--- config.mk ---
export PLATFORM = sky130hd
export DESIGN_NAME = lap_store
export DESIGN_NICKNAME = d
export VERILOG_FILES = /design/src/rtl/lap_store.sv
export SDC_FILE = /design/constraint.sdc
export NUM_CORES = 1
export LEC_CHECK = 0
export CORE_MARGIN = 8
export CORE_UTILIZATION = 60
export CTS_BUF_LIST = sky130_fd_sc_hd__clkbuf_4
export DETAILED_ROUTE_END_ITERATION = 6
export GPL_TIMING_DRIVEN = 0
export PLACE_DENSITY_LB_ADDON = 0.12
export SKIP_LAST_GASP = 1
export SLEW_MARGIN = 40
export SYNTH_ARGS = -nofsm -noshare
export SYNTH_HDL_FRONTEND = slang
export SYNTH_SLANG_ARGS = --single-unit
--- constraint.sdc ---
create_clock -name clock -period 8.3 [get_ports clock]
set_input_delay 2.075 -clock clock [delete_from_list [all_inputs] [get_ports clock]]
set_output_delay 2.075 -clock clock [all_outputs]
set_load 0.01 [all_outputs]
--- src/rtl/lap_store.sv ---
// Lap register file for the stopwatch.
// Captures {hour,minute,second,m_sec} snapshots into a DEPTH-entry circular
// store on SAVE, replays them oldest-first on RETRIEVE, wipes them on CLEAR,
// and answers the control FSM through the registered busy handshake.
module lap_store #(
    parameter int DEPTH = 8,
    parameter int CNT_W = 4
) (
    input  logic             clock,
    input  logic             reset,
    input  logic             save,
    input  logic             retrieve,
    input  logic             clear,
    input  logic [17:0]      epoch,
    input  logic [9:0]       m_epoch,
    output logic             busy,
    output logic [17:0]      lap_epoch,
    output logic [9:0]       lap_m_epoch,
    output logic [CNT_W-1:0] lap_index,
    output logic             lap_valid,
    output logic [CNT_W-1:0] lap_count,
    output logic             full,
    output logic             empty
);

    localparam int PTR_W = (DEPTH > 1) ? $clog2(DEPTH) : 1;

    typedef enum logic [2:0] {
        S_IDLE,
        S_WRITE,
        S_RD_ADDR,
        S_RD_DATA,
        S_SWEEP
    } state_t;

    state_t           r_state;
    state_t           w_next;

    logic             r_save_q;
    logic             r_retrieve_q;
    logic             r_clear_q;
    logic             w_save_edge;
    logic             w_retrieve_edge;
    logic             w_clear_edge;

    logic [27:0]      r_mem [DEPTH];
    logic [27:0]      r_rdata;
    logic [27:0]      r_wdata;
    logic [PTR_W-1:0] r_raddr;

    logic [PTR_W-1:0] r_wr_ptr;
    logic [PTR_W-1:0] r_rd_base;
    logic [PTR_W-1:0] r_cursor;
    logic [PTR_W-1:0] r_sweep;
    logic [CNT_W-1:0] r_count;

    logic [17:0]      r_lap_epoch;
    logic [9:0]       r_lap_m_epoch;
    logic [CNT_W-1:0] r_lap_index;
    logic             r_lap_valid;

    logic             w_we;
    logic [PTR_W-1:0] w_waddr;
    logic [27:0]      w_wdata;
    logic             w_full;
    logic             w_sweep_last;
    logic             w_cursor_last;

    assign w_save_edge     = save & ~r_save_q;
    assign w_retrieve_edge = retrieve & ~r_retrieve_q;
    assign w_clear_edge    = clear & ~r_clear_q;

    assign w_full        = (r_count == CNT_W'(DEPTH));
    assign w_sweep_last  = (r_sweep == PTR_W'(DEPTH - 1));
    assign w_cursor_last = (CNT_W'(r_cursor) == r_count - CNT_W'(1));

    // Request level history for rising-edge detection (tracks levels even while busy)
    always_ff @(posedge clock or posedge reset) begin
        if (reset) begin
            r_save_q     <= 1'b0;
            r_retrieve_q <= 1'b0;
            r_clear_q    <= 1'b0;
        end else begin
            r_save_q     <= save;
            r_retrieve_q <= retrieve;
            r_clear_q    <= clear;
        end
    end

    // Next-state selection; edges only count in IDLE, priority clear > save > retrieve
    always_comb begin
        w_next = r_state;
        case (r_state)
            S_IDLE: begin
                if (w_clear_edge)         w_next = S_SWEEP;
                else if (w_save_edge)     w_next = S_WRITE;
                else if (w_retrieve_edge) w_next = S_RD_ADDR;
            end
            S_WRITE:   w_next = S_IDLE;
            S_RD_ADDR: w_next = S_RD_DATA;
            S_RD_DATA: w_next = S_IDLE;
            S_SWEEP:   if (w_sweep_last) w_next = S_IDLE;
            default:   w_next = S_IDLE;
        endcase
    end

    // Single write port: lap capture in WRITE, zero fill in SWEEP
    always_comb begin
        w_we    = 1'b0;
        w_waddr = r_wr_ptr;
        w_wdata = r_wdata;
        if (r_state == S_WRITE) begin
            w_we = 1'b1;
        end else if (r_state == S_SWEEP) begin
            w_we    = 1'b1;
            w_waddr = r_sweep;
            w_wdata = '0;
        end
    end

    // Lap storage with registered read; contents need no reset since count governs validity
    always_ff @(posedge clock) begin
        if (w_we) r_mem[w_waddr] <= w_wdata;
        r_rdata <= r_mem[r_raddr];
    end

    // State register, pointers, cursor and lap output registers
    always_ff @(posedge clock or posedge reset) begin
        if (reset) begin
            r_state       <= S_IDLE;
            r_wdata       <= '0;
            r_raddr       <= '0;
            r_wr_ptr      <= '0;
            r_rd_base     <= '0;
            r_cursor      <= '0;
            r_sweep       <= '0;
            r_count       <= '0;
            r_lap_epoch   <= '0;
            r_lap_m_epoch <= '0;
            r_lap_index   <= '0;
            r_lap_valid   <= 1'b0;
        end else begin
            r_state     <= w_next;
            r_lap_valid <= 1'b0;
            case (r_state)
                S_IDLE: begin
                    // epoch is captured in the edge cycle so later ticks do not leak in
                    if (w_next == S_WRITE)   r_wdata <= {epoch, m_epoch};
                    if (w_next == S_RD_ADDR) r_raddr <= r_rd_base + r_cursor;
                    if (w_next == S_SWEEP)   r_sweep <= '0;
                end
                S_WRITE: begin
                    r_wr_ptr <= r_wr_ptr + PTR_W'(1);
                    r_cursor <= '0;
                    if (w_full) r_rd_base <= r_rd_base + PTR_W'(1);
                    else        r_count   <= r_count + CNT_W'(1);
                end
                S_RD_DATA: begin
                    if (r_count != '0) begin
                        r_lap_epoch   <= r_rdata[27:10];
                        r_lap_m_epoch <= r_rdata[9:0];
                        r_lap_index   <= CNT_W'(r_cursor) + CNT_W'(1);
                        r_lap_valid   <= 1'b1;
                        r_cursor      <= w_cursor_last ? '0 : r_cursor + PTR_W'(1);
                    end else begin
                        r_lap_index <= '0;
                    end
                end
                S_SWEEP: begin
                    r_sweep <= r_sweep + PTR_W'(1);
                    if (w_sweep_last) begin
                        r_count       <= '0;
                        r_wr_ptr      <= '0;
                        r_rd_base     <= '0;
                        r_cursor      <= '0;
                        r_lap_epoch   <= '0;
                        r_lap_m_epoch <= '0;
                        r_lap_index   <= '0;
                    end
                end
                default: ;
            endcase
        end
    end

    assign busy        = (r_state != S_IDLE);
    assign lap_epoch   = r_lap_epoch;
    assign lap_m_epoch = r_lap_m_epoch;
    assign lap_index   = r_lap_index;
    assign lap_valid   = r_lap_valid;
    assign lap_count   = r_count;
    assign full        = w_full;
    assign empty       = (r_count == '0);

endmodule

==> metrics <==
Req. time, crit path=about 6.2 ns; Reg-to-Reg Start=r_state[2]$_DFF_PP0_; cts hold-fix bufs=0; GP Congestion=0.7948; net switching power=between 1500 and 2000 uW; Final Cycle Share=0.5583; Seq cells post-synth=338; H-tree levels=3; count of pins over their slew limit=0; f_max=~0.22 GHz; initial antenna violation count=1; Die H=roughly 160 um; commonest non-fill, non-tap cells in the layout=edfxtp_1, clkbuf_4, dfrtp_1, clkdlybuf4s50_1, mux4_2; first-pass GRT wire length=42060 um; Max-Cap Viols=0; crit-path max FO=8; Final Hold Viols=0; peak supply drop=0.0002594 V; DRT Pass-1 Iters=5; Setup crit start=lap_count[0]$_DFFE_PP0P_; DRC Markers=0; sequential area share after synthesis=0.7341; Nets=890; HPWL Detailed=approximately 17000 um; clock buffer depth=3; CTS Buf Count=84; post-route setup TNS=0 ns; post-synthesis cell count=675; Sink Count=338; Post-Synthesis Cell Area=0.01286 mm^2; Reg power frac=0.480; Power Internal=3874 uW; sw frac=0.2824; average wire per standard cell=roughly 22 um; R2R setup slack=between 5 and 6 ns; Congestion Overflow GR=0; CTS tree=yes; Hold Slack=0.4541 ns; PD cells=347.6 mW/mm^2; final worst setup slack=roughly 3.7 ns; clk root buf=clkbuf_4; worst-margin pin slew=about 0.83 ns; Chip Width=between 150 and 200 um; status=finished, final reports clean; I/O pins=73; CTS resizes=0; Starting Density=0.6117; Port Buffers=between 70 and 80; dominant synthesized flop cell=edfxtp_1; r2r endpoint=r_mem[6][18]$_DFFE_PP_; P&R area growth vs syn=20.79%; combinational share of power=0.237; Reg2Reg Depth=6; Synth warnings=0; Setup violations, final=0; via count=approximately 7000; Setup WS pre-CTS=around 4.4 ns; Post-CTS Setup Repair Bufs=0; Post-synth EDFFs=224; vias in the first global route=about 7700; Yosys cell types=50; Reg clk slew, reported paths=0.06 ns; clk_lat worst skew=0.69 ns; clock network power share=0.284; Total Routing Usage GR=0.2094; Slew HR=0.4478; core footprint=0.02102 mm^2; commonest non-fill, non-tap cell in the layout=edfxtp_1; Leak=0.005710 uW; Final min period=4.634 ns; FP Rows=between 50 and 60; largest net degree at the start of global routing=47; ys async rst share=0.2544; Syn Area/Cell=19.05 um^2; Critical Path End Type=primary output; startpoint types=register; average vias per placed instance=5.777; unrepaired setup endpoints after global routing=false; crit path capture=empty; Setup CP Type=register to primary output; Fin Clk Skew=~0.03 ns; WL final=26600 um; Initial DRC Count=467; Die Footprint=0.02637 mm^2; syn_nets=approximately 720; Min-Delay Path Class=register to register; share of layout cells above drive strength 1=0.3275; WP data arrival=2.56 ns; post-route ant nets=0
kinds of logic (layout without fill, tap and decap cells):
family / after synthesis / in the layout / share of synthesized area
AOI/OAI and AO/OA: 68 / 68 / 0.04135
xor gates and xnor gates: 7 / 7 / 0.005935
adders and majority gates: 9 / 9 / 0.009342
buffers and inverters: 47 / 291 / 0.01664
DFF: 338 / 338 / 0.7341
muxes: 115 / 115 / 0.1523
other: 0 / 1 / 0
and+or+nand+nor: 91 / 91 / 0.04038
routing by layer:
layer | global-route usage | up-vias | share of wire
met2 | 0.3527 | 243 | 0.52
met3 | 0.04702 | 46 | 0.066
met4 | 0.07365 | 0 | 0.016
met1 | 0.2647 | 3563 | 0.40
met5 | 0 | - | 0
li1 | - | 3051 | -
worst min-delay path by stage:
| stage | startpoint | end | slack (ns) | depth (start not counted) |
|---|---|---|---|---|
| 6_report | r_rdata[4]$_DFF_P_ | lap_m_epoch[4]$_DFFE_PP0P_ | 0.45 | 1 |
| 5_1_grt | r_rdata[27]$_DFF_P_ | lap_epoch[17]$_DFFE_PP0P_ | 0.48 | 1 |
| 4_1_cts | r_rdata[4]$_DFF_P_ | lap_m_epoch[4]$_DFFE_PP0P_ | 0.46 | 1 |
| 3_5_place_dp | r_rdata[4]$_DFF_P_ | lap_m_epoch[4]$_DFFE_PP0P_ | 0.44 | 1 |
| 3_3_place_gp | r_rdata[13]$_DFF_P_ | lap_epoch[3]$_DFFE_PP0P_ | 0.44 | 1 |
| 2_1_floorplan | r_rdata[10]$_DFF_P_ | lap_epoch[0]$_DFFE_PP0P_ | 0.43 | 1 |
area by class of cell:
class / instances / area, um^2
plain buffers: 32 / 160.2
fillers: 1212 / 5489
clock inverters: 27 / 237.7
clock buffers: 130 / 975.9
flip-flops and latches: 338 / 9439
diodes: 1 / 2.502
well taps: 275 / 344.1
inverters: 15 / 61.31
repair buffers: 87 / 1046
multi-input cells: 290 / 3266
power by group through the flow:
stage          clock network [uW]  registers, uW  logic [uW]
2_1_floorplan                   0           2580         773
3_3_place_gp                    0           2610        1140
3_5_place_dp                    0           2630        1280
4_1_cts                      1560           2590        1290
5_1_grt                      1650           2630        1390
6_report                     1530           2590        1280
state kept, by name (all words and copies together) (netlist names), 4 cells and up:
name	count
lap_count	4
r_wdata	28
lap_index	4
lap_epoch	18
r_rdata	28
r_mem	224
lap_m_epoch	10
stage by stage:
stage | power, uW | instance area, um^2 | std cells | utilization
4_1_cts | 5447 | 15530 | 1194 | 0.7388
3_5_place_dp | 3909 | 14320 | 1037 | 0.6810
2_1_floorplan | 3358 | 12860 | 675 | -
3_3_place_gp | 3754 | 13920 | 1022 | 0.6623
5_1_grt | 5660 | 15530 | 1195 | 0.7389
6_report | 5399 | 15530 | 1195 | 0.7389
synthesized netlist by cell type (4+ instances only):
cell | instances | area share
o21ai_0 | 8 | 0.0031
nor3b_1 | 4 | 0.0023
mux2_4 | 9 | 0.011
nor2b_1 | 33 | 0.016
a31oi_1 | 4 | 0.0019
nand2b_1 | 5 | 0.0024
mux4_2 | 56 | 0.098
dfrtp_1 | 86 | 0.17
ha_1 | 8 | 0.0078
xnor2_1 | 5 | 0.0034
edfxtp_1 | 224 | 0.52
a21oi_1 | 7 | 0.0027
nor3_1 | 4 | 0.0016
a22o_1 | 33 | 0.022
dfxtp_1 | 28 | 0.044
nor2_1 | 15 | 0.0044
mux2_2 | 49 | 0.043
nand2_1 | 15 | 0.0044
buf_2 | 12 | 0.0047
inv_1 | 13 | 0.0038
clkbuf_1 | 13 | 0.0038
worst max-delay path, cell delays in order, from the launching register on:
cell and delay, ns:
dfrtp_1 0.47, inv_1 0.09, ha_1 0.18, nor3b_1 0.49
clkdlybuf4s50_1 0.65
No activity file was read; power rests on OpenSTA's default activity.
